File: src/rtl/hba_uart_tx.sv
// rtl/hba_uart_tx.sv - HBA bus slave UART transmitter with a 4-entry byte FIFO
//
// Bytes written to TXDATA are queued and sent on uart_txd as 8N1 frames,
// or 8E1 frames when HBA_UART_TX_PARITY_EN is defined.
//
// Ports:
//   hba_clk, hba_reset  clock and asynchronous active-high reset
//   hba_rnw             1 = read, 0 = write
//   hba_select          transfer in progress
//   hba_abus            {peripheral, register} address
//   hba_dbus            write data
//   hba_dbus_out        read data, zero unless acknowledging a read
//   hba_xferack_out     one-cycle transfer acknowledge
//   uart_tx_interrupt   level interrupt: intr_en & fifo empty & serializer idle
//   uart_txd            serial output, idle high
//
// Registers: 0 TXDATA (W push), 1 STATUS (R {overflow, busy, empty, full},
// clear-on-read overflow), 2 CTRL (R/W {intr_en, tx_en}).

module hba_uart_tx_fifo #(
  parameter int WIDTH = 8
) (
  input  logic             clk,
  input  logic             rst,
  input  logic             push,
  input  logic [WIDTH-1:0] wdata,
  input  logic             pop,
  output logic [WIDTH-1:0] rdata,
  output logic             full,
  output logic             empty
);

  logic [WIDTH-1:0] mem [4];
  logic [1:0]       wr_ptr;
  logic [1:0]       rd_ptr;
  logic [2:0]       count;
  logic             push_ok;
  logic             pop_ok;

  // Full is judged on the current count, so a push at count==4 is dropped
  // even if a pop happens in the same cycle.
  assign full    = (count == 3'd4);
  assign empty   = (count == 3'd0);
  assign push_ok = push & ~full;
  assign pop_ok  = pop & ~empty;
  assign rdata   = mem[rd_ptr];

  always_ff @(posedge clk or posedge rst) begin
    if (rst) begin
      wr_ptr <= 2'd0;
      rd_ptr <= 2'd0;
      count  <= 3'd0;
    end else begin
      if (push_ok) wr_ptr <= wr_ptr + 2'd1;
      if (pop_ok)  rd_ptr <= rd_ptr + 2'd1;
      count <= count + {2'b00, push_ok} - {2'b00, pop_ok};
    end
  end

  always_ff @(posedge clk) begin
    if (push_ok) mem[wr_ptr] <= wdata;
  end

endmodule

module hba_uart_tx #(
  parameter int CLK_FREQUENCY     = 50_000_000,
  parameter int BAUD              = 115_200,
  parameter int DBUS_WIDTH        = 8,
  parameter int PERIPH_ADDR_WIDTH = 4,
  parameter int REG_ADDR_WIDTH    = 8,
  parameter int ADDR_WIDTH        = PERIPH_ADDR_WIDTH + REG_ADDR_WIDTH,
  parameter int PERIPH_ADDR       = 0
) (
  input  logic                  hba_clk,
  input  logic                  hba_reset,
  input  logic                  hba_rnw,
  input  logic                  hba_select,
  input  logic [ADDR_WIDTH-1:0] hba_abus,
  input  logic [DBUS_WIDTH-1:0] hba_dbus,
  output logic [DBUS_WIDTH-1:0] hba_dbus_out,
  output logic                  hba_xferack_out,
  output logic                  uart_tx_interrupt,
  output logic                  uart_txd
);

  localparam int DIVISOR = CLK_FREQUENCY / BAUD;
  localparam int CNT_W   = (DIVISOR > 1) ? $clog2(DIVISOR) : 1;
  localparam logic [CNT_W-1:0] CNT_LAST = CNT_W'(DIVISOR - 1);
  localparam logic [PERIPH_ADDR_WIDTH-1:0] MY_PERIPH = PERIPH_ADDR_WIDTH'(PERIPH_ADDR);
  localparam logic [REG_ADDR_WIDTH-1:0] REG_TXDATA = REG_ADDR_WIDTH'(0);
  localparam logic [REG_ADDR_WIDTH-1:0] REG_STATUS = REG_ADDR_WIDTH'(1);
  localparam logic [REG_ADDR_WIDTH-1:0] REG_CTRL   = REG_ADDR_WIDTH'(2);

  typedef enum logic [2:0] {
    S_IDLE,
    S_START,
    S_DATA,
`ifdef HBA_UART_TX_PARITY_EN
    S_PARITY,
`endif
    S_STOP
  } tx_state_t;

  // Bus handshake
  logic                      ack_q;
  logic                      ack_dly_q;
  logic                      addressed;
  logic                      start_xfer;
  logic                      wr_cycle;
  logic                      rd_cycle;
  logic [REG_ADDR_WIDTH-1:0] reg_sel;

  // Control / status
  logic tx_en_q;
  logic intr_en_q;
  logic overflow_q;
  logic busy;

  // FIFO
  logic       fifo_push;
  logic       fifo_pop;
  logic [7:0] fifo_rdata;
  logic       fifo_full;
  logic       fifo_empty;

  // Serializer
  tx_state_t  state_q, state_d;
  logic [CNT_W-1:0] bit_cnt_q, bit_cnt_d;
  logic [2:0] bit_idx_q, bit_idx_d;
  logic [7:0] shift_q, shift_d;
  logic       txd_q, txd_d;
  logic       bit_end;
`ifdef HBA_UART_TX_PARITY_EN
  logic       parity_q;
`endif

  assign addressed = hba_select && (hba_abus[ADDR_WIDTH-1:REG_ADDR_WIDTH] == MY_PERIPH);
  // Ignore select during the ack cycle and the one after it, so a master that
  // is slow to drop select does not trigger a second transfer.
  assign start_xfer = addressed & ~ack_q & ~ack_dly_q;
  assign reg_sel    = hba_abus[REG_ADDR_WIDTH-1:0];
  assign wr_cycle   = ack_q & ~hba_rnw;
  assign rd_cycle   = ack_q & hba_rnw;

  always_ff @(posedge hba_clk or posedge hba_reset) begin
    if (hba_reset) begin
      ack_q     <= 1'b0;
      ack_dly_q <= 1'b0;
    end else begin
      ack_q     <= start_xfer;
      ack_dly_q <= ack_q;
    end
  end

  assign hba_xferack_out = ack_q;

  always_ff @(posedge hba_clk or posedge hba_reset) begin
    if (hba_reset) begin
      tx_en_q    <= 1'b0;
      intr_en_q  <= 1'b0;
      overflow_q <= 1'b0;
    end else begin
      if (wr_cycle && reg_sel == REG_CTRL) begin
        tx_en_q   <= hba_dbus[0];
        intr_en_q <= hba_dbus[1];
      end
      if (fifo_push && fifo_full) begin
        overflow_q <= 1'b1;
      end else if (rd_cycle && reg_sel == REG_STATUS) begin
        overflow_q <= 1'b0;
      end
    end
  end

  // Read data is driven only during the ack cycle; STATUS shows the value
  // before the overflow clear that takes effect at the end of this cycle.
  always_comb begin
    hba_dbus_out = '0;
    if (rd_cycle) begin
      case (reg_sel)
        REG_STATUS: hba_dbus_out[3:0] = {overflow_q, busy, fifo_empty, fifo_full};
        REG_CTRL:   hba_dbus_out[1:0] = {intr_en_q, tx_en_q};
        default:    hba_dbus_out = '0;
      endcase
    end
  end

  assign fifo_push = wr_cycle && (reg_sel == REG_TXDATA);

  hba_uart_tx_fifo #(
    .WIDTH (8)
  ) u_fifo (
    .clk   (hba_clk),
    .rst   (hba_reset),
    .push  (fifo_push),
    .wdata (hba_dbus[7:0]),
    .pop   (fifo_pop),
    .rdata (fifo_rdata),
    .full  (fifo_full),
    .empty (fifo_empty)
  );

  assign bit_end = (bit_cnt_q == CNT_LAST);
  assign busy    = (state_q != S_IDLE);
  assign uart_tx_interrupt = intr_en_q & fifo_empty & ~busy;
  assign uart_txd = txd_q;

  always_ff @(posedge hba_clk or posedge hba_reset) begin
    if (hba_reset) begin
      state_q   <= S_IDLE;
      bit_cnt_q <= '0;
      bit_idx_q <= 3'd0;
      shift_q   <= 8'd0;
      txd_q     <= 1'b1;
    end else begin
      state_q   <= state_d;
      bit_cnt_q <= bit_cnt_d;
      bit_idx_q <= bit_idx_d;
      shift_q   <= shift_d;
      txd_q     <= txd_d;
    end
  end

`ifdef HBA_UART_TX_PARITY_EN
  always_ff @(posedge hba_clk or posedge hba_reset) begin
    if (hba_reset) begin
      parity_q <= 1'b0;
    end else if (fifo_pop) begin
      parity_q <= ^fifo_rdata;
    end
  end
`endif

  always_comb begin
    state_d   = state_q;
    bit_cnt_d = bit_cnt_q + CNT_W'(1);
    bit_idx_d = bit_idx_q;
    shift_d   = shift_q;
    fifo_pop  = 1'b0;

    case (state_q)
      S_IDLE: begin
        if (tx_en_q && !fifo_empty) begin
          state_d   = S_START;
          fifo_pop  = 1'b1;
          shift_d   = fifo_rdata;
          bit_idx_d = 3'd0;
        end
      end
      S_START: begin
        if (bit_end) state_d = S_DATA;
      end
      S_DATA: begin
        if (bit_end) begin
          shift_d   = {1'b0, shift_q[7:1]};
          bit_idx_d = bit_idx_q + 3'd1;
          if (bit_idx_q == 3'd7) begin
`ifdef HBA_UART_TX_PARITY_EN
            state_d = S_PARITY;
`else
            state_d = S_STOP;
`endif
          end
        end
      end
`ifdef HBA_UART_TX_PARITY_EN
      S_PARITY: begin
        if (bit_end) state_d = S_STOP;
      end
`endif
      S_STOP: begin
        if (bit_end) state_d = S_IDLE;
      end
      default: state_d = S_IDLE;
    endcase

    if (state_q == S_IDLE || bit_end) bit_cnt_d = '0;

    // The line is registered from the next state so it changes in the same
    // cycle the state does and cannot glitch.
    case (state_d)
      S_START:  txd_d = 1'b0;
      S_DATA:   txd_d = shift_d[0];
`ifdef HBA_UART_TX_PARITY_EN
      S_PARITY: txd_d = parity_q;
`endif
      default:  txd_d = 1'b1;
    endcase
  end

endmodule

File: config.mk
export PLATFORM = sky130hd
export DESIGN_NAME = hba_uart_tx
export DESIGN_NICKNAME = d
export VERILOG_FILES = /design/src/rtl/hba_uart_tx.sv
export SDC_FILE = /design/constraint.sdc
export NUM_CORES = 1
export LEC_CHECK = 0
export ABC_AREA = 1
export CAP_MARGIN = 40
export CORE_ASPECT_RATIO = 1.4
export CORE_MARGIN = 2
export CORE_UTILIZATION = 55
export DETAILED_ROUTE_END_ITERATION = 10
export PLACE_DENSITY = 0.85
export SLEW_MARGIN = 20
export SYNTH_ARGS = -nofsm -noshare
export SYNTH_HDL_FRONTEND = slang
export SYNTH_HIERARCHICAL = 1
export SYNTH_SLANG_ARGS = --single-unit
File: constraint.sdc
create_clock -name hba_clk -period 3.2 [get_ports hba_clk]
set_input_delay 0.48 -clock hba_clk [delete_from_list [all_inputs] [get_ports hba_clk]]
set_output_delay 0.48 -clock hba_clk [all_outputs]
set_load 0.01 [all_outputs]
==> results of run 1 <==
-- final cells by class --
type	count	area share, %
repair buffers	37	8.98
flip-flops and latches	68	47.4
multi-input cells	234	31.6
clock inverters	7	1.50
clock buffers	9	3.15
well taps	70	2.23
inverters	52	5.09
-- power breakdown --
part           leakage (nW)  switching [mW]  internal [mW]
Clock                0.0864           0.354          0.290
Sequential            0.774          0.0115          0.930
Combinational         0.935          0.0632         0.0493
-- cell families (layout without fill, tap and decap cells) --
family | after synthesis | count (layout) | synth area share, %
AO/OA/AOI/OAI | 31 | 31 | 5.25
XOR/XNOR | 2 | 2 | 0.521
adder cells (fa/ha/maj) | 11 | 11 | 4.32
buffers and inverters | 60 | 105 | 8.07
flip-flops | 68 | 68 | 55.4
other | 1 | 5 | 0.112
AND/OR/NAND/NOR | 185 | 185 | 26.3
-- worst max-delay path: cells and delay by family --
kind            cells  cell delay, ns
compound gates      1            0.13
buf+inv             2            0.96
simple gates        3            0.72
-- registers in the layout (all words and copies together) (netlist names), 2 cells and up --
name / flops
u_fifo/count: 3
state_q: 3
shift_q: 8
u_fifo/rd_ptr: 2
bit_idx_q: 3
bit_cnt_q: 9
u_fifo/mem: 32
u_fifo/wr_ptr: 2
-- cells in the final DEF, fill, tap and decap left out, drive strengths merged, types with 2 or more instances in the layout --
cell / count
a21oi: 4
buf: 7
clkbuf: 9
clkdlybuf4s50: 30
clkinv: 3
clkinvlp: 2
conb: 5
dfrtp: 35
edfxtp: 32
ha: 10
inv: 54
nand2: 102
nand3: 22
nor2: 46
nor3: 4
nor3b: 4
nor4: 4
o211ai: 4
o21ai: 23
-- routing by layer --
metal,GRT usage (%),vias up
li1,-,1227
met1,20.6,1119
met2,37.1,38
met3,2.90,10
met4,13.8,0
met5,0,-
-- worst max-delay path by stage --
stage | cells after the start | end | from | slack (ns)
finish | 6 | hba_dbus_out[2] | hba_abus[3] | 0.43
global route | 6 | hba_dbus_out[2] | hba_abus[3] | 0.30
CTS | 6 | hba_dbus_out[2] | hba_abus[3] | 0.42
detailed placement | 11 | u_fifo/count[2] | hba_abus[3] | 0.32
global placement | 11 | u_fifo/count[2] | hba_abus[3] | 0.36
floorplan | 9 | u_fifo/count[2] | hba_abus[3] | 0.72
-- stage by stage --
stage / setup slack, ns / cell area [um2] / util [%]
finish: 0.427 / 3930 / 66.6
global route: 0.302 / 3930 / 66.6
CTS: 0.419 / 3930 / 66.6
detailed placement: 0.321 / 3750 / 63.5
global placement: 0.362 / 3750 / 63.5
floorplan: 0.722 / 3380 / -
-- Yosys cell counts, types with 4 or more instances --
| library cell | instances | share of area (%) |
|---|---|---|
| a21oi_1 | 4 | 0.60 |
| buf_4 | 5 | 1.1 |
| dfrtp_1 | 35 | 26 |
| edfxtp_1 | 32 | 29 |
| ha_1 | 10 | 3.7 |
| inv_1 | 49 | 5.5 |
| nand2_1 | 95 | 11 |
| nand2_2 | 4 | 0.74 |
| nand3_1 | 21 | 3.1 |
| nor2_1 | 38 | 4.2 |
| nor2_4 | 4 | 1.3 |
| nor3_1 | 4 | 0.60 |
| o211ai_1 | 4 | 0.89 |
| o21ai_0 | 10 | 1.5 |
| o21ai_1 | 12 | 1.8 |
==> impl_metrics.ini, run 1 <==
[sta]
min_period_ns = 2.77
drv_slew = 0
rsz0062_at_grt = no
fmax_mhz = 361
fin_crit_sh_pct = 86.6
finalHoldViolCount = 0
setup_violations = 0
tns_ns = 0
fin_skew_ns = 0.00764
whs_ns = 0.397

[power]
power.density_nw_per_um2 = 432
p_leak_nw = 1.80
total_power_mw = 1.70
peakVddDrop_uv = 424

[setup_path]
worstSetupPathType = input pin to output pin
cp-start-kind = input pin
critPathMaxFanout = 4
rr_endpoint = u_fifo/count[2]
cp_data_required_time_ns = 2.72
path_common_cell = clkdlybuf4s50_1
rr_startpoint = u_fifo/count[1]
reg2reg_depth = 14
crit_arrival_ns = 2.29
worstPathCellList = clkdlybuf4s50_1 > or2_1 > nor4_4 > nand2_1 > a21oi_1 > clkdlybuf4s50_1
slowest_delay_ns = 0.57
end_kind = output pin
r2r_slack_ns = 0.70
crit_path_top_delay_cell = clkdlybuf4s50_1

[hold_path]
hold_path_class = input pin to async pin

[drt]
drt_wl_total_mm = 6.03
drt_first_iter_violations = 76
drtAntennaViolNets = 0
met1_length_mm = 2.35
wire_per_inst_um = 12.6
firstDrtPassIters = 6
vias_per_cell = 5.02
highest_layer = met4
route.met2.wl_mm = 3.37
num_vias = 2394
wl_met3_um = 156
drc_errors = 0

[final_layout]
fin_nets = 437
syn2layout_area_growth_pct = 16.9
regArea_um2 = 1860
drive_gt1_share_pct = 11.5
multi_input_area_um2 = 1240
layout.cells.non_filler = 477
num-fill-cells = 472
antennaDiodeCount = 0

[global_route]
gr-total-overflow = 0
grt_start_max_net_pins = 30
antenna_found_initial = 0
grt_pass1_vias = 2354
grt_usage_pct = 19.9
grt_pass1_wl_mm = 10.1

[cts]
cts.repair.resized = 0
post-cts-setup-buffers = 0
root_buffer = clkbuf_8
clock_sinks = 68
clk_latency_ns = 0.35
cts_max_level = 3
cts_tree = built
numCtsBuffers = 9
clockBufferDepth = 2
hold_buffers = 0
clk_pin_slew_worst_paths_ns = 0.08

[logic_synthesis]
synthCells = 358
ys_types = 36
ys_ff_latch = 68
ys_seq_area_share_pct = 55.4
yosysWarnings = 6
synth_edf_count = 32
dominantRegCellSynth = dfrtp_1
synth_area_um2 = 3360
async_flop_share_pct = 52.9
syn_avg_cell_area_um2 = 9.39

[floorplan]
rows = 33
pin_count = 35
dieWidth_um = 70.1
chipHeight_um = 96.5
die_area_um2 = 6770
start_util_pct = 57.0
coreArea_um2 = 5900

[placement]
io_buffers = 30
place_hpwl_mm = 4.47
numPlacedInstances = 461
gp_congestion = 0.830

[status]
status = finished clean

[job]
drv_cap = 0
Power figures use the tool's default switching activity.
==> inputs of run 2 (changes only) <==
--- a/config.mk
+++ b/config.mk
@@ -12,6 +12,7 @@
 export CORE_UTILIZATION = 55
 export DETAILED_ROUTE_END_ITERATION = 10
 export PLACE_DENSITY = 0.85
+export SETUP_SLACK_MARGIN = 0.15
 export SLEW_MARGIN = 20
 export SYNTH_ARGS = -nofsm -noshare
 export SYNTH_HDL_FRONTEND = slang
==> results of run 2 <==
Same layout as run 1: the final DEF is identical, and so are final timing and power.
